[src/rtl/grid_segment_checker_bresenham_step.sv]
// One integer Bresenham step: the next cell and error term, plus the end-of-segment flag.
module bresenham_step #(
    parameter int XW = 8,
    parameter int YW = 8,
    parameter int EW = 10
) (
    input  logic [XW-1:0]        x,
    input  logic [YW-1:0]        y,
    input  logic [XW-1:0]        xe,
    input  logic [YW-1:0]        ye,
    input  logic signed [EW-1:0] err,
    input  logic signed [EW-1:0] dx,
    input  logic signed [EW-1:0] dy,
    input  logic                 sx_neg,
    input  logic                 sy_neg,
    output logic [XW-1:0]        x_nxt,
    output logic [YW-1:0]        y_nxt,
    output logic signed [EW-1:0] err_nxt,
    output logic                 at_end
);

    logic signed [EW-1:0] e2;

    // Both axis updates are evaluated against the same e2, so a diagonal move happens in one step.
    always_comb begin
        e2      = err <<< 1;
        x_nxt   = x;
        y_nxt   = y;
        err_nxt = err;
        at_end  = (x == xe) && (y == ye);
        if (e2 >= dy) begin
            err_nxt = err_nxt + dy;
            x_nxt   = sx_neg ? (x - XW'(1)) : (x + XW'(1));
        end
        if (e2 <= dx) begin
            err_nxt = err_nxt + dx;
            y_nxt   = sy_neg ? (y - YW'(1)) : (y + YW'(1));
        end
    end

endmodule

[config.mk]
export PLATFORM = sky130hd
export DESIGN_NAME = bresenham_step
export DESIGN_NICKNAME = d
export VERILOG_FILES = /design/src/rtl/grid_segment_checker_bresenham_step.sv
export SDC_FILE = /design/constraint.sdc
export NUM_CORES = 1
export LEC_CHECK = 0
export CORE_ASPECT_RATIO = 0.9
export CORE_MARGIN = 4
export CORE_UTILIZATION = 50
export DETAILED_ROUTE_END_ITERATION = 10
export PLACE_DENSITY_LB_ADDON = 0.15
export SYNTH_ARGS = -nofsm -noshare
export SYNTH_HDL_FRONTEND = slang
export SYNTH_SLANG_ARGS = --single-unit
export TNS_END_PERCENT = 1
[constraint.sdc]
create_clock -name vclk -period 15.2
set_input_delay 3.04 -clock vclk [all_inputs]
set_output_delay 3.04 -clock vclk [all_outputs]
set_load 0.01 [all_outputs]
==> run metrics, run 1 <==
switching power 0.0832 mW; via count 2,421; met2 global-route usage 36.8%; Setup TNS Final 0 ns; storage element area 0 um2; largest net degree at the start of global routing 30; crit path launch err[3]; max_slew headroom 39.2%; Syn Area/Cell just over 7 um2; crit path max fanout 29; register share of total power 0%; Hold Path End y_nxt[7]; LEAKAGE approximately 1.4 nW; upper clock frequency limit 94.0 MHz; status finished clean; max_cap viols 0; Slew @ Worst Pin 0.913 ns; syn nets 435; drt total wl 6.16 mm; post-synth top area share about a quarter; pre-CTS WS about 4.5 ns; Final nets about 520; worst hold path class primary input to output pin; RePlAce Congestion approximately 0.91; Filler cells 358; M3 GR Usage 1.63%; number of vias per cell around 5.2; design area ~3200 um2; post-synth top area cell ha_1; Crit-path slowest cell a41o_1; top-count cell post-synth ha_1; Sw Share 46.5%; RSZ-0062 raised after global routing false; clkbuf count 0; die area 5650 um2; busiest grt layer met2; max incr delay on CP 0.79 ns; Final Hold Fails 0; Global Route Usage Sum 21.0%; PostCTS Resize Cnt 0; vias in the first global route 2,290; top cells by area, synth ha_1, xnor2_1, o21ai_0, inv_1, xor2_1; post-CTS setup buffer count 0; CP Data Required Time 12.16 ns; Pre-antenna DRT Iters 4; DP Area 3200 um2; FP Rows 22; fin cells 464; Starting DRT DRC Count 70; crit path DAT 7.59 ns; met1 Use GR 29.2%; synthesized instance count around 320; CP startpoint kind primary input; initial antenna violation count 0; Internal Power between 0.09 and 0.1 mW; combinational power share between 90% and 100%; worst vdd ir roughly 0.053 mV; hold path start y[7]; ANT cells 0; Top Family by Delay on Critical Path compound AO/OA/AOI/OAI gates; most used cell, CP a21oi_1; Worst Hold Path Cells 3; Final HPWL DP 5.42 mm; Die W between 70 and 80 um; global route overflow 0; Initial Util a little over half; distinct cell type count after synthesis 41; ratio of cells with drive above 1 in the final layout 2.97%; Crit Path Category primary input to output pin; Post-synth top cells ha_1, inv_1, o21ai_0, nand2_1, xnor2_1; Layout area overhead 42.2%; remaining antenna violation count 0; Netlist Area Pre-Place ~2300 um2; I/O Pins 91; Seq/Total Area, Yosys 0%; Yosys warning total 0; PwrDens around 56 nW/um2; hold_buf cts 0; core area 4210 um2; DRC 0; Pins Over Slew Limit 0; Worst Setup End Kind output pin; IO Port Bufs 91; final period utilization a little over two thirds; Final Util 76.1%; WP buf/inv 3; Seq Cell Count 0; final setup vio count 0; Clk pwr share 0%; Period minus WS final between 10 and 15 ns; Placed Cells 464; final worst slack 4.57 ns; Die H 71.7 um; wire per inst between 10 and 15 um; cells along the critical path clkdlybuf4s50_1 -> ha_1 -> o21ai_0 -> a21oi_1 -> o21ai_1 -> a41o_1 -> nor2_1 -> a21oi_1 -> inv_1 -> ha_1 -> a211oi_1 -> o211ai_1 -> a31o_2 -> a21oi_1 -> xnor2_1 -> nor2_1 -> xnor2_1 -> clkdlybuf4s50_1; first-pass GRT wire length 10.1 mm
[worst max-delay path by stage]
| stage | cells after the start | end | slack, ns |
|---|---|---|---|
| after floorplan | 19 | err_nxt[9] | 6.11 |
| after global placement | 18 | err_nxt[9] | 4.68 |
| after detailed placement | 18 | err_nxt[9] | 4.54 |
| after CTS | 18 | err_nxt[9] | 4.55 |
| after global routing | 18 | err_nxt[9] | 4.14 |
| final | 18 | err_nxt[9] | 4.57 |
[cells in the final DEF (no fill, tap or decap), drive strengths merged, types with 8 or more instances in the layout]
| cell type | netlist | layout |
|---|---|---|
| o21ai | 36 | 36 |
| nor2 | 21 | 21 |
| inv | 39 | 39 |
| xnor2 | 30 | 30 |
| a21oi | 21 | 21 |
| clkdlybuf4s50 | 0 | 91 |
| xor2 | 15 | 15 |
| mux2 | 9 | 9 |
| a21o | 8 | 8 |
| nand2 | 31 | 31 |
| ha | 48 | 48 |
[cell type report]
| type | instances | area (um2) | area share, % |
|---|---|---|---|
| multi-input cells | 274 | 2070 | 64.7 |
| inverters | 39 | 146 | 4.57 |
| well taps | 60 | 75.1 | 2.34 |
| repair buffers | 91 | 911 | 28.4 |
[worst min-delay path: cells and delay by family]
family / cells / cell delay (ns)
buf+inv: 2 / 0.98
xor+xnor: 1 / 0.08
[logic make-up after synthesis]
kind of cell,share of synthesized area [%]
AO/OA/AOI/OAI,21.7
XOR/XNOR,17.5
adder cells (fa/ha/maj),30.2
buffers and inverters,8.05
multiplexers,4.94
AND/OR/NAND/NOR,17.6
[per-stage QoR]
stage	hold WS (ns)	total power, mW
floorplan	6.16	0.106
finish	7.13	0.179
global placement	7.14	0.175
detailed placement	7.14	0.178
global route	7.16	0.198
CTS	7.14	0.179
[metal layers]
metal / vias up / share of wire, %
met5: - / 0
met1: 1062 / 48
met4: 0 / 0.44
met2: 62 / 46
li1: 1293 / -
met3: 4 / 5.3
[power groups by stage]
stage | Combinational (mW) | Clock [mW] | Sequential [mW]
after CTS | 0.179 | 0 | 0
after floorplan | 0.106 | 0 | 0
after global routing | 0.198 | 0 | 0
final | 0.179 | 0 | 0
after global placement | 0.175 | 0 | 0
after detailed placement | 0.178 | 0 | 0
Note: power is estimated with default switching activity, not from simulation.
==> inputs of run 2 (changes only) <==
- CORE_UTILIZATION: 50 -> 46
- clock period: 15.2 -> 11 ns (I/O delays scaled with it)
==> run 2 against run 1 <==
Worst hold slack lost 1.7 ns. Wire length decreased by 2.5%. Total power up 37%. Design area barely moved. First-iteration DRC count is 1.4% higher.
==> run metrics, run 2 (synthesis results as in run 1) <==
Worst Setup End Kind output pin; die area 6080 um2 (+7.7%); LEAKAGE 1.44 nW (unchanged); RePlAce Congestion 0.895 (-1.9%); ANT cells 0 (unchanged); vias in the first global route 2,309 (+0.83%); Tot Pwr 0.245 mW (+37%); storage element area 0 um2 (unchanged); Layout area overhead 42.3% (about the same); wire per inst 12.9 um (-2.9%); Initial Util 48.9% (-4.6 points); upper clock frequency limit between 100 and 150 MHz; Setup TNS Final 0 ns (unchanged); Filler cells 414 (+16%); commonest non-fill, non-tap cell in the layout clkdlybuf4s50_1; via count 2,401 (-0.83%); Final Hold Fails 0 (unchanged); final worst slack 2.04 ns (-2.53 ns); Final nets 522 (unchanged); Starting DRT DRC Count 71 (+1.4%); Final HPWL DP 5.34 mm (-1.5%); FP Rows 23 (+4.5%); clkbuf count 0 (unchanged); IO Port Bufs 91 (unchanged); CP startpoint kind primary input; Period minus WS final 8.96 ns; Seq Cell Count 0 (unchanged); pre-CTS WS 2.05 ns (-2.50 ns); final setup vio count 0 (unchanged); first-pass GRT wire length 9.94 mm (-1.2%); Die H 74.4 um (+3.8%); drt total wl 6.00 mm (-2.5%); RSZ-0062 raised after global routing false; remaining antenna violation count 0 (unchanged); worst hold path class primary input to output pin; initial antenna violation count 0 (unchanged); PwrDens 76.5 nW/um2 (+37%); post-CTS setup buffer count 0 (unchanged); I/O Pins 91 (unchanged); Pins Over Slew Limit 0 (unchanged); Die W 81.8 um (+3.8%); global route overflow 0 (unchanged); Hold WS 5.47 ns (-1.66 ns); Global Route Usage Sum 19.6% (-1.3 points); hold_buf cts 0 (unchanged); final period utilization 81.5%; core area 4600 um2 (+9.3%); worst vdd ir 0.0605 mV (+15%); crit path max fanout 29 (unchanged); PostCTS Resize Cnt 0 (unchanged); crit path DAT 6.76 ns (-0.83 ns); most frequent cells in the layout clkdlybuf4s50_1, ha_1, inv_1, o21ai_0, nand2_1; largest net degree at the start of global routing 30 (unchanged); max_cap viols 0 (unchanged); Crit Path Category primary input to output pin; status finished clean; CP Data Required Time 8.80 ns (-3.36 ns); ratio of cells with drive above 1 in the final layout 2.97% (unchanged); max_slew headroom 38.2% (-0.96 points); Worst Hold Path Cells 3 (unchanged); DRC 0 (unchanged); Slew @ Worst Pin 0.927 ns (+0.0144 ns); Pre-antenna DRT Iters 6 (+2); number of vias per cell 5.15 (-1.3%)
## run 2: cell counts in the layout (fill, tap and decap cells not counted)
Identical to the previous run, type by type.
## run 2: path summary, 6_finish.rpt
kind                   start          to  slack (ns)
worst max-delay path  err[1]  err_nxt[9]        2.04
worst min-delay path    x[7]    x_nxt[7]        5.47
## run 2: worst max-delay path, cell delays in order
cell             delay (ns)
clkdlybuf4s50_1        0.50
ha_1                   0.34
o21ai_1                0.13
a21oi_1                0.06
o21ai_1                0.13
a41o_1                 0.80
nor2_1                 0.08
a21oi_1                0.28
inv_1                  0.08
ha_1                   0.30
a211oi_1               0.30
o211ai_1               0.19
a31o_2                 0.27
a21oi_1                0.17
xnor2_1                0.13
nor2_1                 0.07
xnor2_1                0.17
clkdlybuf4s50_1        0.55
## run 2: per-layer routing
layer  wire length, um  share of wire [%]  global-route usage (%)
met4                15               0.25                   0.554
met3               266                4.4                   0.969
met5                 0                  0                       0
met1              2950                 49                    28.7
met2              2760                 46                    33.6
## run 2: cell type report
class / count / area (um2) / share of cell area [%]
inverter: 39 / 146 / 4.56
multi-input combinational: 274 / 2070 / 64.6
tap: 62 / 77.6 / 2.42
timing repair buffer: 91 / 911 / 28.4
## run 2: stage by stage
step           cell area [um2]  util, %  cells
5_1_grt                   3210     69.6    466
3_5_place_dp              3210     69.6    466
2_1_floorplan             2250        -    319
3_3_place_gp              3210     69.6    466
4_1_cts                   3210     69.6    466
6_report                  3210     69.6    466
## run 2: power by group
part	internal, mW	total [mW]	switching [mW]	leakage [nW]
logic	0.132	0.245	0.113	1.44
clock network	0	0	0	0
registers	0	0	0	0
total	0.132	0.245	0.113	1.44
==> inputs of run 3 (changes only) <==
- CORE_UTILIZATION: 46 -> 42
- clock period: 11 -> 7.25 ns (I/O delays scaled with it)
==> run 3 against run 2 <==
Sequential share of layout area is the same. Global-route usage down 1.7 points. Via count is 2.5% lower. Count of clock-buffer cells in the layout is the same. Design area up 1.4%. Final cell count rose by 1.5%. Largest cell class unchanged.
==> run metrics, run 3 (synthesis results as in run 1) <==
status finished clean; RePlAce Congestion 0.832 (-7.0%); Layout area overhead 44.3%; via count 2,341 (-2.5%); LEAKAGE 1.48 nW (+2.5%); ANT cells 0 (unchanged); Top Family by Delay on Critical Path compound AO/OA/AOI/OAI gates; remaining antenna violation count 0 (unchanged); max incr delay on CP 0.53 ns (-0.27 ns); design area 3250 um2 (+1.4%); first-pass GRT wire length 10.4 mm (+4.2%); Setup TNS Final 0 ns (unchanged); initial antenna violation count 0 (unchanged); upper clock frequency limit 146 MHz; Die W 85.2 um (+4.2%); FP Rows 25 (+8.7%); crit path max fanout 10 (-66%); worst vdd ir 0.0823 mV (+36%); vias in the first global route 2,297 (-0.52%); final setup vio count 0 (unchanged); Multi-input gate area 2090 um2 (+0.72%); max_slew headroom 63.3% (+25 points); Pins Over Slew Limit 0 (unchanged); largest net degree at the start of global routing 29 (-3.3%); max_cap viols 0 (unchanged); PwrDens 116 nW/um2 (+51%); number of vias per cell 4.95 (-3.9%); Final HPWL DP 5.33 mm (-0.17%); Critical Path End err_nxt[8]; Seq Cell Count 0 (unchanged); IO Port Bufs 91 (unchanged); Starting DRT DRC Count 60 (-15%); clkbuf count 0 (unchanged); Final nets 524 (+0.38%); ratio of cells with drive above 1 in the final layout 3.94% (+0.97 points); global route overflow 0 (unchanged); Crit-path slowest cell clkdlybuf4s50_1; post-CTS setup buffer count 0 (unchanged); Global Route Usage Sum 17.9% (-1.7 points); I/O Pins 91 (unchanged); Final Hold Fails 0 (unchanged); crit path launch err[6]; hold path start err[9]; CP Depth 18 (unchanged); DRC 0 (unchanged); wire per inst 12.8 um (-0.81%); storage element area 0 um2 (unchanged); Filler cells 502 (+21%); most used cell, CP a21oi_1; Initial Util 43.1% (-5.8 points); WP buf/inv 3 (unchanged); Die H 77.5 um (+4.2%); cells along the critical path clkdlybuf4s50_1 -> ha_1 -> nand3_1 -> a21oi_1 -> o21ai_1 -> a41o_4 -> mux2_2 -> ha_1 -> inv_1 -> fa_1 -> nor2b_1 -> o21ai_1 -> a21oi_1 -> o21ai_0 -> a21oi_1 -> xor2_1 -> mux2_2 -> clkdlybuf4s50_1; RSZ-0062 raised after global routing false; core area 5220 um2 (+13%); die area 6600 um2 (+8.5%); DP Area 3230 um2 (+0.66%); PostCTS Resize Cnt 0 (unchanged); worst hold path class primary input to output pin; Worst Setup End Kind output pin; Period minus WS final 6.84 ns; hold_buf cts 0 (unchanged); CP Data Required Time 5.80 ns (-3.00 ns); final period utilization a little over nine tenths; most frequent cells in the layout clkdlybuf4s50_1, ha_1, inv_1, o21ai_0, nand2_1; Pre-antenna DRT Iters 4 (-2); crit path DAT 5.39 ns (-1.37 ns); Slew @ Worst Pin 0.551 ns (-0.376 ns); commonest non-fill, non-tap cell in the layout clkdlybuf4s50_1; CP startpoint kind primary input; Crit Path Category primary input to output pin; drt total wl 6.04 mm (+0.68%)
-- run 3: layout make-up --
type	count	area share, %
tap	67	2.58
multi-input combinational	274	64.2
inverter	39	4.50
timing repair buffer	93	28.7
-- run 3: power breakdown --
part	switching, mW	internal (mW)	leakage (nW)	total, mW
registers	0	0	0	0
clock network	0	0	0	0
logic	0.173	0.204	1.48	0.377
total	0.173	0.204	1.48	0.377
-- run 3: how the worst min path moves through the flow --
stage | to | slack (ns) | cells past startpoint
3_5_place_dp | x_nxt[7] | 3.96 | 3
2_1_floorplan | x_nxt[7] | 2.98 | 1
6_report | err_nxt[9] | 3.73 | 4
4_1_cts | x_nxt[7] | 3.96 | 3
3_3_place_gp | x_nxt[7] | 3.96 | 3
5_1_grt | err_nxt[9] | 3.76 | 4
-- run 3: worst min-delay path, delay by kind of cell --
kind | cells | cell delay (ns)
xor+xnor | 2 | 0.19
buf+inv | 2 | 0.63
-- run 3: stage by stage --
stage               instances  power [mW]  worst slack (ns)  hold slack, ns  util (%)
floorplan                 319       0.221              1.34            2.98         -
global placement          473       0.371             0.111            3.96      61.8
detailed placement        473       0.375            0.0712            3.96      61.8
CTS                       473       0.377            0.0449            3.96      61.8
global route              473       0.420            0.0101            3.76      62.2
finish                    473       0.377             0.408            3.73      62.2
-- run 3: per-layer routing --
| metal | GRT usage (%) | vias to the layer above | share of wire, % |
|---|---|---|---|
| met2 | 31.0 | 35 | 47 |
| met5 | 0 | - | 0 |
| met1 | 25.7 | 1014 | 50 |
| li1 | - | 1292 | - |
| met4 | 0.158 | 0 | 0 |
| met3 | 1.38 | 0 | 3.2 |
